$ cat src/rtl/fifo_wr_arbiter.sv
`default_nettype none
// fifo_wr_arbiter: round-robin arbiter sharing one FIFO write port, with burst locking.
// Revision 1.0
module fifo_wr_arbiter #(
  parameter  int NUM_REQ    = 4,
  parameter  int DATA_WIDTH = 8,
  parameter  int MAX_BURST  = 4,
  localparam int SRC_W      = $clog2(NUM_REQ)
) (
  input  logic                          clk,
  input  logic                          rst,
  input  logic [NUM_REQ-1:0]            req,
  input  logic [NUM_REQ*DATA_WIDTH-1:0] req_data,
  output logic [NUM_REQ-1:0]            gnt,
  input  logic                          fifo_full,
  output logic                          fifo_wr_en,
  output logic [DATA_WIDTH-1:0]         fifo_wr_data,
  output logic [SRC_W-1:0]              fifo_wr_src
);

  localparam int         REQ_PAD = 1 << SRC_W;
  localparam logic [3:0] MAX_CNT = 4'(MAX_BURST);

  logic [SRC_W-1:0]   last;
  logic [3:0]         burst_cnt;
  logic [REQ_PAD-1:0] req_ext;
  logic [SRC_W-1:0]   rr_win;
  logic [SRC_W-1:0]   winner;
  logic [SRC_W:0]     cand;
  logic               lock;
  logic               grant_any;

  // Padding lets req be indexed by any SRC_W-bit value when NUM_REQ is not a power of two.
  assign req_ext = REQ_PAD'(req);

  // Scan from the farthest candidate down so the nearest requester after last wins.
  always_comb begin
    rr_win = '0;
    cand   = '0;
    for (int k = NUM_REQ; k >= 1; k--) begin
      cand = {1'b0, last} + (SRC_W+1)'(k);
      if (cand >= (SRC_W+1)'(NUM_REQ)) begin
        cand = cand - (SRC_W+1)'(NUM_REQ);
      end
      if (req_ext[cand[SRC_W-1:0]]) begin
        rr_win = cand[SRC_W-1:0];
      end
    end
  end

  assign lock      = (burst_cnt != 4'd0) && req_ext[last] && (burst_cnt < MAX_CNT);
  assign grant_any = !rst && !fifo_full && (req != '0);
  assign winner    = lock ? last : rr_win;

  always_comb begin
    gnt          = '0;
    fifo_wr_data = '0;
    for (int i = 0; i < NUM_REQ; i++) begin
      if (grant_any && (winner == SRC_W'(i))) begin
        gnt[i]       = 1'b1;
        fifo_wr_data = req_data[i*DATA_WIDTH +: DATA_WIDTH];
      end
    end
  end

  assign fifo_wr_en  = grant_any;
  assign fifo_wr_src = grant_any ? winner : '0;

  // Backpressure holds the state so a burst survives a full FIFO.
  always_ff @(posedge clk) begin
    if (rst) begin
      last      <= SRC_W'(NUM_REQ - 1);
      burst_cnt <= 4'd0;
    end else if (!fifo_full) begin
      if (req == '0) begin
        burst_cnt <= 4'd0;
      end else begin
        last <= winner;
        if ((winner == last) && (burst_cnt < MAX_CNT)) begin
          burst_cnt <= burst_cnt + 4'd1;
        end else begin
          burst_cnt <= 4'd1;
        end
      end
    end
  end

endmodule
`default_nettype wire

$ cat config.mk
export PLATFORM = sky130hd
export DESIGN_NAME = fifo_wr_arbiter
export DESIGN_NICKNAME = d
export VERILOG_FILES = /design/src/rtl/fifo_wr_arbiter.sv
export SDC_FILE = /design/constraint.sdc
export NUM_CORES = 1
export LEC_CHECK = 0
export ABC_AREA = 1
export CAP_MARGIN = 20
export CORE_ASPECT_RATIO = 0.7
export CORE_MARGIN = 4
export CORE_UTILIZATION = 34
export CTS_BUF_LIST = sky130_fd_sc_hd__clkbuf_16
export CTS_CLUSTER_SIZE = 24
export DETAILED_ROUTE_END_ITERATION = 8
export GPL_TIMING_DRIVEN = 0
export HOLD_SLACK_MARGIN = 0.12
export PLACE_DENSITY = 0.87
export SYNTH_ARGS = -nofsm -noshare
export SYNTH_HDL_FRONTEND = slang
export SYNTH_SLANG_ARGS = --single-unit
$ cat constraint.sdc
create_clock -name clk -period 1.55 [get_ports clk]
set_input_delay 0.2325 -clock clk [delete_from_list [all_inputs] [get_ports clk]]
set_output_delay 0.2325 -clock clk [all_outputs]
set_load 0.01 [all_outputs]
Yosys cells after proc, flatten, opt, wreduce, memory -nomap -nowiden
Index checks and enable logic that the tools add are counted.

Register bits after elaboration: 6. Latch bits: 0. Bits in writable memories: 0. Bits in read-only memories: 0. Input bits: 39. Memories: 0.

Add/subtract/negate cells: 9. Multiply operators: 0. Div/mod/pow operators: 0. $lt $le $gt $ge: 10. Equal/unequal tests: 4. Shift-type cells: 0. Multiplexer cells: 30. Bitwise logic cells: 2. Reduce and logical (&&, ||, !) cells: 16.

Operator list (count): $mux 8 (4); $mux 2 (10); $lt 2x3->1 const B (5); $ge 3x3->1 const B (4); $bmux 1 s2 (5); $logic_and 1x1->1 (9); $mux 1 (9); $mux 4 (2); $reduce_bool 4->1 (2); $sub 2x1->2 const B (4); $add 2x2->3 const B (2); $add 4x1->4 const B (1); $eq 2x2->1 const B (2); $logic_not 4->1 (1); $lt 4x3->1 const B (1); $add 2x1->3 const B (1); $add 2x3->3 const B (1); $eq 2x1->1 const B (1); $eq 2x2->1 (1); $logic_not 1->1 (2); $logic_not 2->1 (1); $not 1->1 (2); $reduce_and 2->1 (1).

Longest topological paths before layout
Gate-level depths: netlist of the first run.

Word-level depth: 16. Depth in mapped cells: 13.

Worst setup path after synthesis of the first run
No wires, ideal clock.

Path type: register to output. Start: register burst_cnt[0]. End: output gnt[3]. Arrival: 1579 ps. Data required time: 1317 ps. Slack: -261 ps. Cell stages (with the launch flop): 9. Path buffers: 1. Path through: dfxtp_1 -> inv_1 -> ha_1 -> nor2_2 -> nand2_2 -> nand3_1 -> nand3_4 -> buf_4 -> nor3_1.

Longest elaborated chain between the ends: 7. Elaborated cells on any way between the ends: 8. Those cells by class: order compare: 1; eq/ne: 1; mux: 2; reduce/logical: 4.

Ends and longest elaborated chain: from (decl) (RTL line 25) `logic [3:0] burst_cnt;`; from (signal assigned) (RTL line 80) `burst_cnt <= burst_cnt + 4'd1;`; parallel branches: the longest is 2 deep, another holds $lt 4x3->1; $logic_and 1x1->1 * (RTL line 51) `assign lock = (burst_cnt != 4'd0) && req_ext[last] && (burst_cnt < MAX_CNT);`; $mux 2 * (RTL line 53) `assign winner = lock ? last : rr_win;`; $eq 2x2->1 * (RTL line 59) `if (grant_any && (winner == SRC_W'(i))) begin`; $logic_and 1x1->1 * (RTL line 59); $mux 1 * (RTL line 59); to (decl) (RTL line 14) `output logic [NUM_REQ-1:0] gnt,`.

Mark *: on every way between the ends.

Worst setup path in the final report of the first run
Start: register last[0]. End: output fifo_wr_data[7].

Longest elaborated chain between the ends: 16. Elaborated cells on any way between the ends: 45. Those cells by class: add/sub: 8; order compare: 4; eq/ne: 3; mux: 23; reduce/logical: 7.

Ends and longest elaborated chain: from (decl) (RTL line 24) `logic [SRC_W-1:0] last;`; from (signal assigned) (RTL line 72) `last <= SRC_W'(NUM_REQ - 1);`; from (signal assigned) (RTL line 78) `last <= winner;`; $add 2x3->3 (RTL line 41) `cand = {1'b0, last} + (SRC_W+1)'(k);`; $ge 3x3->1 or $sub 2x1->2 (tied branches) (RTL line 42, 43); $mux 2 (RTL line 42) `if (cand >= (SRC_W+1)'(NUM_REQ)) begin`; $bmux 1 s2 (RTL line 45) `if (req_ext[cand[SRC_W-1:0]]) begin`; $mux 1 (not written as such) (RTL line 45); $mux 2 (4 in a row) (RTL line 45); $mux 2 * (RTL line 53); $logic_not 2->1 (RTL line 59); $logic_and 1x1->1 (RTL line 59); $mux 8 (3 in a row) (RTL line 59); $mux 8 * (RTL line 59); to (decl) (RTL line 17) `output logic [DATA_WIDTH-1:0] fifo_wr_data,`.

Mark *: on every way between the ends. The rest lies on a longest branch, timed or not. The select of a mux whose other input is x is not followed.

==> results.sh, run 1 <==
export IMPL_status="finished, violations left"
export IMPL_violations="setup timing"
export IMPL_grt_pass1_wl_microns=8150
export IMPL_pin_count=54
export IMPL_tightest_slew_ns=0.296
export IMPL_combPwrFrac_pct=86.2
export IMPL_p_sw_share_pct=52.1
export IMPL_cts_buffers_inserted=3
export IMPL_synth_edf_count=0
export IMPL_finalWorstSetupSlack_ns=-0.878
export IMPL_hold_class="register to register"
export IMPL_ir_drop_v=0.00141
export IMPL_slew_headroom_pct=80.3
export IMPL_num_rows=15
export IMPL_synth_seq_cells=6
export IMPL_clock_skew_ns=0.00272
export IMPL_avgRoutedWirePerCell_microns=22.0
export IMPL_yosys_most_used_dff="dfxtp_1"
export IMPL_p_per_area_nw_per_um2=2090
export IMPL_drc=0
export IMPL_drive_gt1_share_pct=55.3
export IMPL_cp_num_buf_inv=4
export IMPL_antenna_found_initial=0
export IMPL_avgSynthCellArea_sq_um=6.07
export IMPL_dieWidth_microns=71.1
export IMPL_critPathLaunchType="register"
export IMPL_num_vias=1825
export IMPL_finalCritPeriodShare_pct=157
export IMPL_power_frac_clock_pct=8.7
export IMPL_rsz0062_at_grt="yes"
export IMPL_finalMaxSlewViolations=0
export IMPL_core_sq_um=2550
export IMPL_synthArstFlopShare_pct=0
export IMPL_dp_hpwl_microns=2900
export IMPL_synth_common_cells="nand2_1 (41), nand3_1 (28), nand4_1 (19), inv_1 (10)"
export IMPL_cap_viol_max_count=0
export IMPL_ys_warn_count=0
export IMPL_critPathTopFamily="simple AND/OR/NAND/NOR gates"
export IMPL_seq_power_share_pct=5.1
export IMPL_grt_start_max_net_pins=11
export IMPL_cp_data_arrival_time_ns=2.20
export IMPL_required_ns=1.32
export IMPL_cts_root_buf="clkbuf_16"
export IMPL_synth_top_cells_by_area="nand2_1 (16%), nand3_1 (15%), dfxtp_1 (13%)"
export IMPL_synth_top_cell_area_share_pct=16.2
export IMPL_finalCriticalPeriod_ns=2.43
export IMPL_synth_seq_area_share_pct=12.7
export IMPL_hold_viol=0
export IMPL_clk_path_buf_depth=2
export IMPL_clk_latency_ns=0.23
export IMPL_synth_most_common_cell="nand2_1"
export IMPL_synthCells=156
export IMPL_fp_dieArea_sq_um=3710
export IMPL_syn_area_sq_um=947
export IMPL_syn_num_nets=197
export IMPL_dp_slack_ns=-1.26
export IMPL_ys_types=27
export IMPL_dr_first_iter_drc_count=160
export IMPL_h_tree_depth=1
export IMPL_detailedRoute_firstPassIterationCount=5
export IMPL_max_freq_ghz=0.412
export IMPL_p_int_mw=2.26
export IMPL_final_instance_count_excl_fill=289
export IMPL_setup_viol=20
export IMPL_crit_fanout=7
export IMPL_num_antenna_cells=0
export IMPL_postRouteWirelength_microns=6370
export IMPL_vias_per_cell=6.31
export IMPL_grt_total_usage_pct=28.7
export IMPL_io_buffer_count=53
export IMPL_p_sw_mw=2.46
export IMPL_globalplace_congestion=0.785
export IMPL_cts_num_sinks=6
export IMPL_die_h_microns=52.2
export IMPL_holdBufCountCts=0
export IMPL_fin_nets=298
export IMPL_critPathKind="register to primary output"
export IMPL_crit_path_cell_trace="buf_8, o21ai_4, nand2_2, buf_6, nand2_4, nand2_2, nand3_2, nand3_4, buf_6, nor2_4, nand2_1, nand4_1, buf_2"
export IMPL_max_stage_delay_ns=0.35
export IMPL_cts_tree="done"
export IMPL_antenna_left=0
export IMPL_area_growth_synth_to_final_pct=138
export IMPL_yosys_area_top_type="nand2_1"
export IMPL_grt_pass1_vias=1669
export IMPL_nFillCells=111
export IMPL_slowest_stage="dfxtp_4"
export IMPL_path_clk_slew_ns=0.03
export IMPL_critPathCaptureType="primary output"
export IMPL_place_inst=243
export IMPL_grt_overflow=0
export IMPL_p_leak_nw=1.01
export IMPL_start_util_pct=37.1
export IMPL_fin_util_pct=88.2
export IMPL_hold_slack_ns=0.434
==> tightest hold or removal path, stage by stage, from the launching register on <==
cell and delay, ns:
dfxtp_1 0.30, nand2_1 0.06, nor2_1 0.03
==> metal layers <==
metal | up-vias | track usage (%) | wire, microns
met5 | - | 0 | 0
met4 | 0 | 15.0 | 307
met3 | 40 | 5.79 | 509
met2 | 148 | 47.7 | 3000
met1 | 895 | 35.1 | 2550
li1 | 742 | - | -
==> area by class of cell <==
cell class              count  area [sq um]  area share [%]
repair buffers             94           856            38.0
flip-flops and latches      6           128            5.67
inverters                  18          82.6            3.67
repair inverters            1          11.3           0.500
clock buffers               3          75.1            3.34
well taps                  34          42.5            1.89
multi-input cells         129          1000            44.4
plain buffers               4          56.3            2.50
==> kinds of logic (layout without fill, tap and decap cells) <==
logic type	count (synthesis)	count (layout)	share of synthesized area (%)
compound gates	12	12	8.98
fa+ha+maj	2	2	2.64
buf+inv	22	120	10.7
flops	6	6	12.7
simple gates	114	115	65.0
==> power by group through the flow <==
stage	clock, mW	combinational, mW	sequential [mW]
2_1_floorplan	0	1.50	0.218
3_3_place_gp	0	2.14	0.224
3_5_place_dp	0	2.19	0.224
4_1_cts	0.417	3.25	0.228
5_1_grt	0.425	4.20	0.243
6_report	0.412	4.06	0.238
==> path summary, 6_finish.rpt <==
kind	cells past startpoint	startpoint	slack (ns)	end
max	13	last[0]	-0.88	fifo_wr_data[7]
min	2	burst_cnt[3]	0.43	burst_cnt[3]
min reg2reg	2	burst_cnt[3]	0.43	burst_cnt[3]
max reg2reg	13	last[0]	-0.50	burst_cnt[0]
==> flip-flops by register name, indices dropped and copies added (netlist names) <==
signal,count
last,2
burst_cnt,4
==> cell usage in the layout (no fill, tap or decap), types with 2 or more instances in the layout <==
cell type and n:
clkdlybuf4s50_1 32, buf_4 29, nand2_2 22, nand4_1 19
nand2_1 18, nand3_1 16, buf_6 14, nand3_2 13
buf_2 11, nand2_4 9, inv_1 8, inv_2 6
nor2_4 6, dlygate4sd2_1 5, nand3_4 4, dfxtp_1 4
buf_8 3, nor2_1 3, a21oi_1 3, clkbuf_16 3
o21ai_4 2, a21oi_4 2, inv_8 2, nor2_2 2
ha_1 2, dfxtp_4 2, buf_12 2
==> timing repair <==
item / 4_1_cts / 5_1_grt
pin swaps: 38 / 38
gates resized for setup: 113 / 47
cloned: 4 / 0
setup buffers: 26 / 13
endpoints found under the setup margin: 20 / 20
==> metrics by stage <==
stage	instance area, sq um	TNS (ns)	power (mW)
2_1_floorplan	975	-1.81	1.72
3_3_place_gp	1550	-18.88	2.37
3_5_place_dp	1550	-19.54	2.41
4_1_cts	1990	-8.85	3.90
5_1_grt	2250	-13.53	4.87
6_report	2250	-12.41	4.71
Note: power is estimated with default switching activity, not from simulation.
==> run 2: changes to the inputs <==
CORE_MARGIN = not set   (was 4)
==> run 2 against run 1 <==
The run still ends with setup timing left. Highest routed layer unchanged. Sequential power is 5% higher. Hold slack improved by 0.014 ns. Largest power group unchanged. Cell area rose by 0.67%. First-iteration DRC count grew 63%. Register-to-register slack improved by 0.12 ns.
==> results.sh, run 2 (synthesis results as in run 1) <==
export IMPL_cp_num_buf_inv=6
export IMPL_r2r_cells=14
export IMPL_met2WireLength_microns=2950
export IMPL_finalMaxSlewViolations=0
export IMPL_drive_gt1_share_pct=54.7
export IMPL_rsz0062_at_grt="yes"
export IMPL_num_rows=15
export IMPL_dp_slack_ns=-1.24
export IMPL_cp_depth=16
export IMPL_p_sw_share_pct=52.6
export IMPL_dr_wl_met3_microns=799
export IMPL_detailedRoute_firstPassIterationCount=5
export IMPL_p_int_mw=2.23
export IMPL_placed_area_sq_um=1550
export IMPL_fin_util_pct=88.8
export IMPL_final_common_cell="clkdlybuf4s50_1"
export IMPL_slew_headroom_pct=80.0
export IMPL_dr_max_layer_used="met4"
export IMPL_area_growth_synth_to_final_pct=139
export IMPL_crit_path_frequent_cell="nand2_4"
export IMPL_rr_startpoint="last[0]"
export IMPL_vias_per_cell=6.19
export IMPL_layout_common_cells="clkdlybuf4s50_1 (32), buf_4 (29), nand2_1 (24), nand4_1 (19)"
export IMPL_seq_power_share_pct=5.3
export IMPL_dr_first_iter_drc_count=260
export IMPL_start_util_pct=37.1
export IMPL_combPwrFrac_pct=85.8
export IMPL_grt_overflow=0
export IMPL_grt_pass1_wl_microns=7980
export IMPL_power_frac_clock_pct=8.9
export IMPL_total_power_mw=4.70
export IMPL_finalCritPeriodShare_pct=160
export IMPL_dp_hpwl_microns=2570
export IMPL_tightest_slew_ns=0.301
export IMPL_hold_class="register to register"
export IMPL_clk_latency_ns=0.23
export IMPL_cts_root_buf="clkbuf_16"
export IMPL_holdBufCountCts=0
export IMPL_setup_viol=20
export IMPL_crit_path_cell_trace="dlygate4sd2_1, inv_1, nand2_2, nand3_2, nand2_1, inv_2, nand2_4, nand3_4, nand2_4, nand2_4, buf_12, nand2_8, buf_4, nand3_1, nand4_1, buf_2"
export IMPL_cap_viol_max_count=0
export IMPL_max_stage_delay_ns=0.35
export IMPL_critPathTopFamily="simple AND/OR/NAND/NOR gates"
export IMPL_path_clk_slew_ns=0.03
export IMPL_largest_reg_flops=4
export IMPL_endpoint="fifo_wr_data[1]"
export IMPL_finalInstanceArea_sq_um=2270
export IMPL_cts_tree="done"
export IMPL_io_buffer_count=53
export IMPL_met1_length_microns=2410
export IMPL_core_sq_um=2550
export IMPL_p_per_area_nw_per_um2=2070
export IMPL_p_leak_nw=1.05
export IMPL_die_h_microns=46.2
export IMPL_pin_count=54
export IMPL_crit_fanout=6
export IMPL_hold_depth=2
export IMPL_grt_start_max_net_pins=11
export IMPL_antenna_found_initial=0
export IMPL_critPathKind="input port to primary output"
export IMPL_reg_largest_list="burst_cnt: 4 flops, last: 2 flops"
export IMPL_fin_nets=301
export IMPL_h_tree_depth=1
export IMPL_rr_endpoint="burst_cnt[0]"
export IMPL_final_instance_count_excl_fill=292
export IMPL_cp_data_arrival_time_ns=2.25
export IMPL_top_register="burst_cnt"
export IMPL_max_freq_ghz=0.403
export IMPL_grt_pass1_vias=1603
export IMPL_place_inst=243
export IMPL_antenna_left=0
export IMPL_nFillCells=117
export IMPL_cts_num_sinks=6
export IMPL_crit_start="req[0]"
export IMPL_r2r_setup_slack_ns=-0.38
export IMPL_fp_dieArea_sq_um=3000
export IMPL_postRouteWirelength_microns=6630
export IMPL_clk_path_buf_depth=2
export IMPL_clock_skew_ns=0.00439
export IMPL_critPathCaptureType="primary output"
export IMPL_required_ns=1.32
export IMPL_finalCriticalPeriod_ns=2.48
export IMPL_violations="setup timing"
export IMPL_grt_total_usage_pct=36.0
export IMPL_hold_viol=0
export IMPL_p_sw_mw=2.47
export IMPL_num_vias=1808
export IMPL_dieWidth_microns=65.1
export IMPL_drc=0
export IMPL_num_antenna_cells=0
export IMPL_critPathLaunchType="input port"
export IMPL_avgRoutedWirePerCell_microns=22.7
export IMPL_status="finished, violations left"
export IMPL_cts_buffers_inserted=3
export IMPL_slowest_stage="dlygate4sd2_1"
export IMPL_ir_drop_v=0.00206
export IMPL_finalWorstSetupSlack_ns=-0.934
export IMPL_globalplace_congestion=0.873
## run 2: stage by stage
| step | setup TNS (ns) | hold WS [ns] |
|---|---|---|
| after global placement | -18.78 | 0.425 |
| after floorplan | -1.81 | 0.302 |
| after CTS | -8.79 | 0.435 |
| after detailed placement | -19.17 | 0.428 |
| final | -13.07 | 0.449 |
| after global routing | -14.12 | 0.479 |
## run 2: what timing repair did
item                                    in CTS  in global routing
buffers inserted                            36                  8
cloned                                       1                  1
endpoints found under the setup margin      20                 20
resized for setup                          121                 37
pin swaps                                   34                 23
## run 2: cell type report
cell class / instances / area [sq um] / area share (%)
tap: 34 / 42.5 / 1.88
inverter: 18 / 82.6 / 3.64
clock buffer: 3 / 75.1 / 3.31
sequential: 6 / 129 / 5.69
buffer: 4 / 58.8 / 2.60
multi-input combinational: 129 / 988 / 43.6
timing repair buffer: 98 / 890 / 39.3
## run 2: worst min-delay path by stage
stage	startpoint	endpoint	slack [ns]
floorplan	rst	burst_cnt[1]	0.30
global placement	burst_cnt[3]	burst_cnt[3]	0.42
detailed placement	burst_cnt[3]	burst_cnt[3]	0.43
CTS	burst_cnt[3]	burst_cnt[3]	0.44
global route	burst_cnt[3]	burst_cnt[3]	0.48
finish	burst_cnt[3]	burst_cnt[3]	0.45
## run 2: metal layers
metal	vias up	track usage (%)
li1	747	-
met1	824	45.3
met2	177	60.2
met3	60	8.42
met4	0	14.8
met5	-	0
## run 2: power by group through the flow
stage | clock [mW] | sequential (mW) | combinational (mW)
3_5_place_dp | 0 | 0.225 | 2.17
2_1_floorplan | 0 | 0.218 | 1.50
3_3_place_gp | 0 | 0.224 | 2.13
6_report | 0.416 | 0.249 | 4.03
4_1_cts | 0.419 | 0.240 | 3.00
5_1_grt | 0.431 | 0.250 | 4.16
## run 2: worst reg2reg max path, delay by kind of cell (launching register included)
| kind | cells | cell delay [ns] |
|---|---|---|
| AND/OR/NAND/NOR | 9 | 0.81 |
| buffers and inverters | 3 | 0.37 |
| flip-flops | 1 | 0.35 |
| AO/OA/AOI/OAI | 2 | 0.28 |
==> run 3: changes to the inputs <==
CTS_CLUSTER_SIZE = 20   (was 24)
GPL_ROUTABILITY_DRIVEN = 0   (was not set)
==> results of run 3 <==
The final DEF is identical to that of run 2; final timing and power are the same.
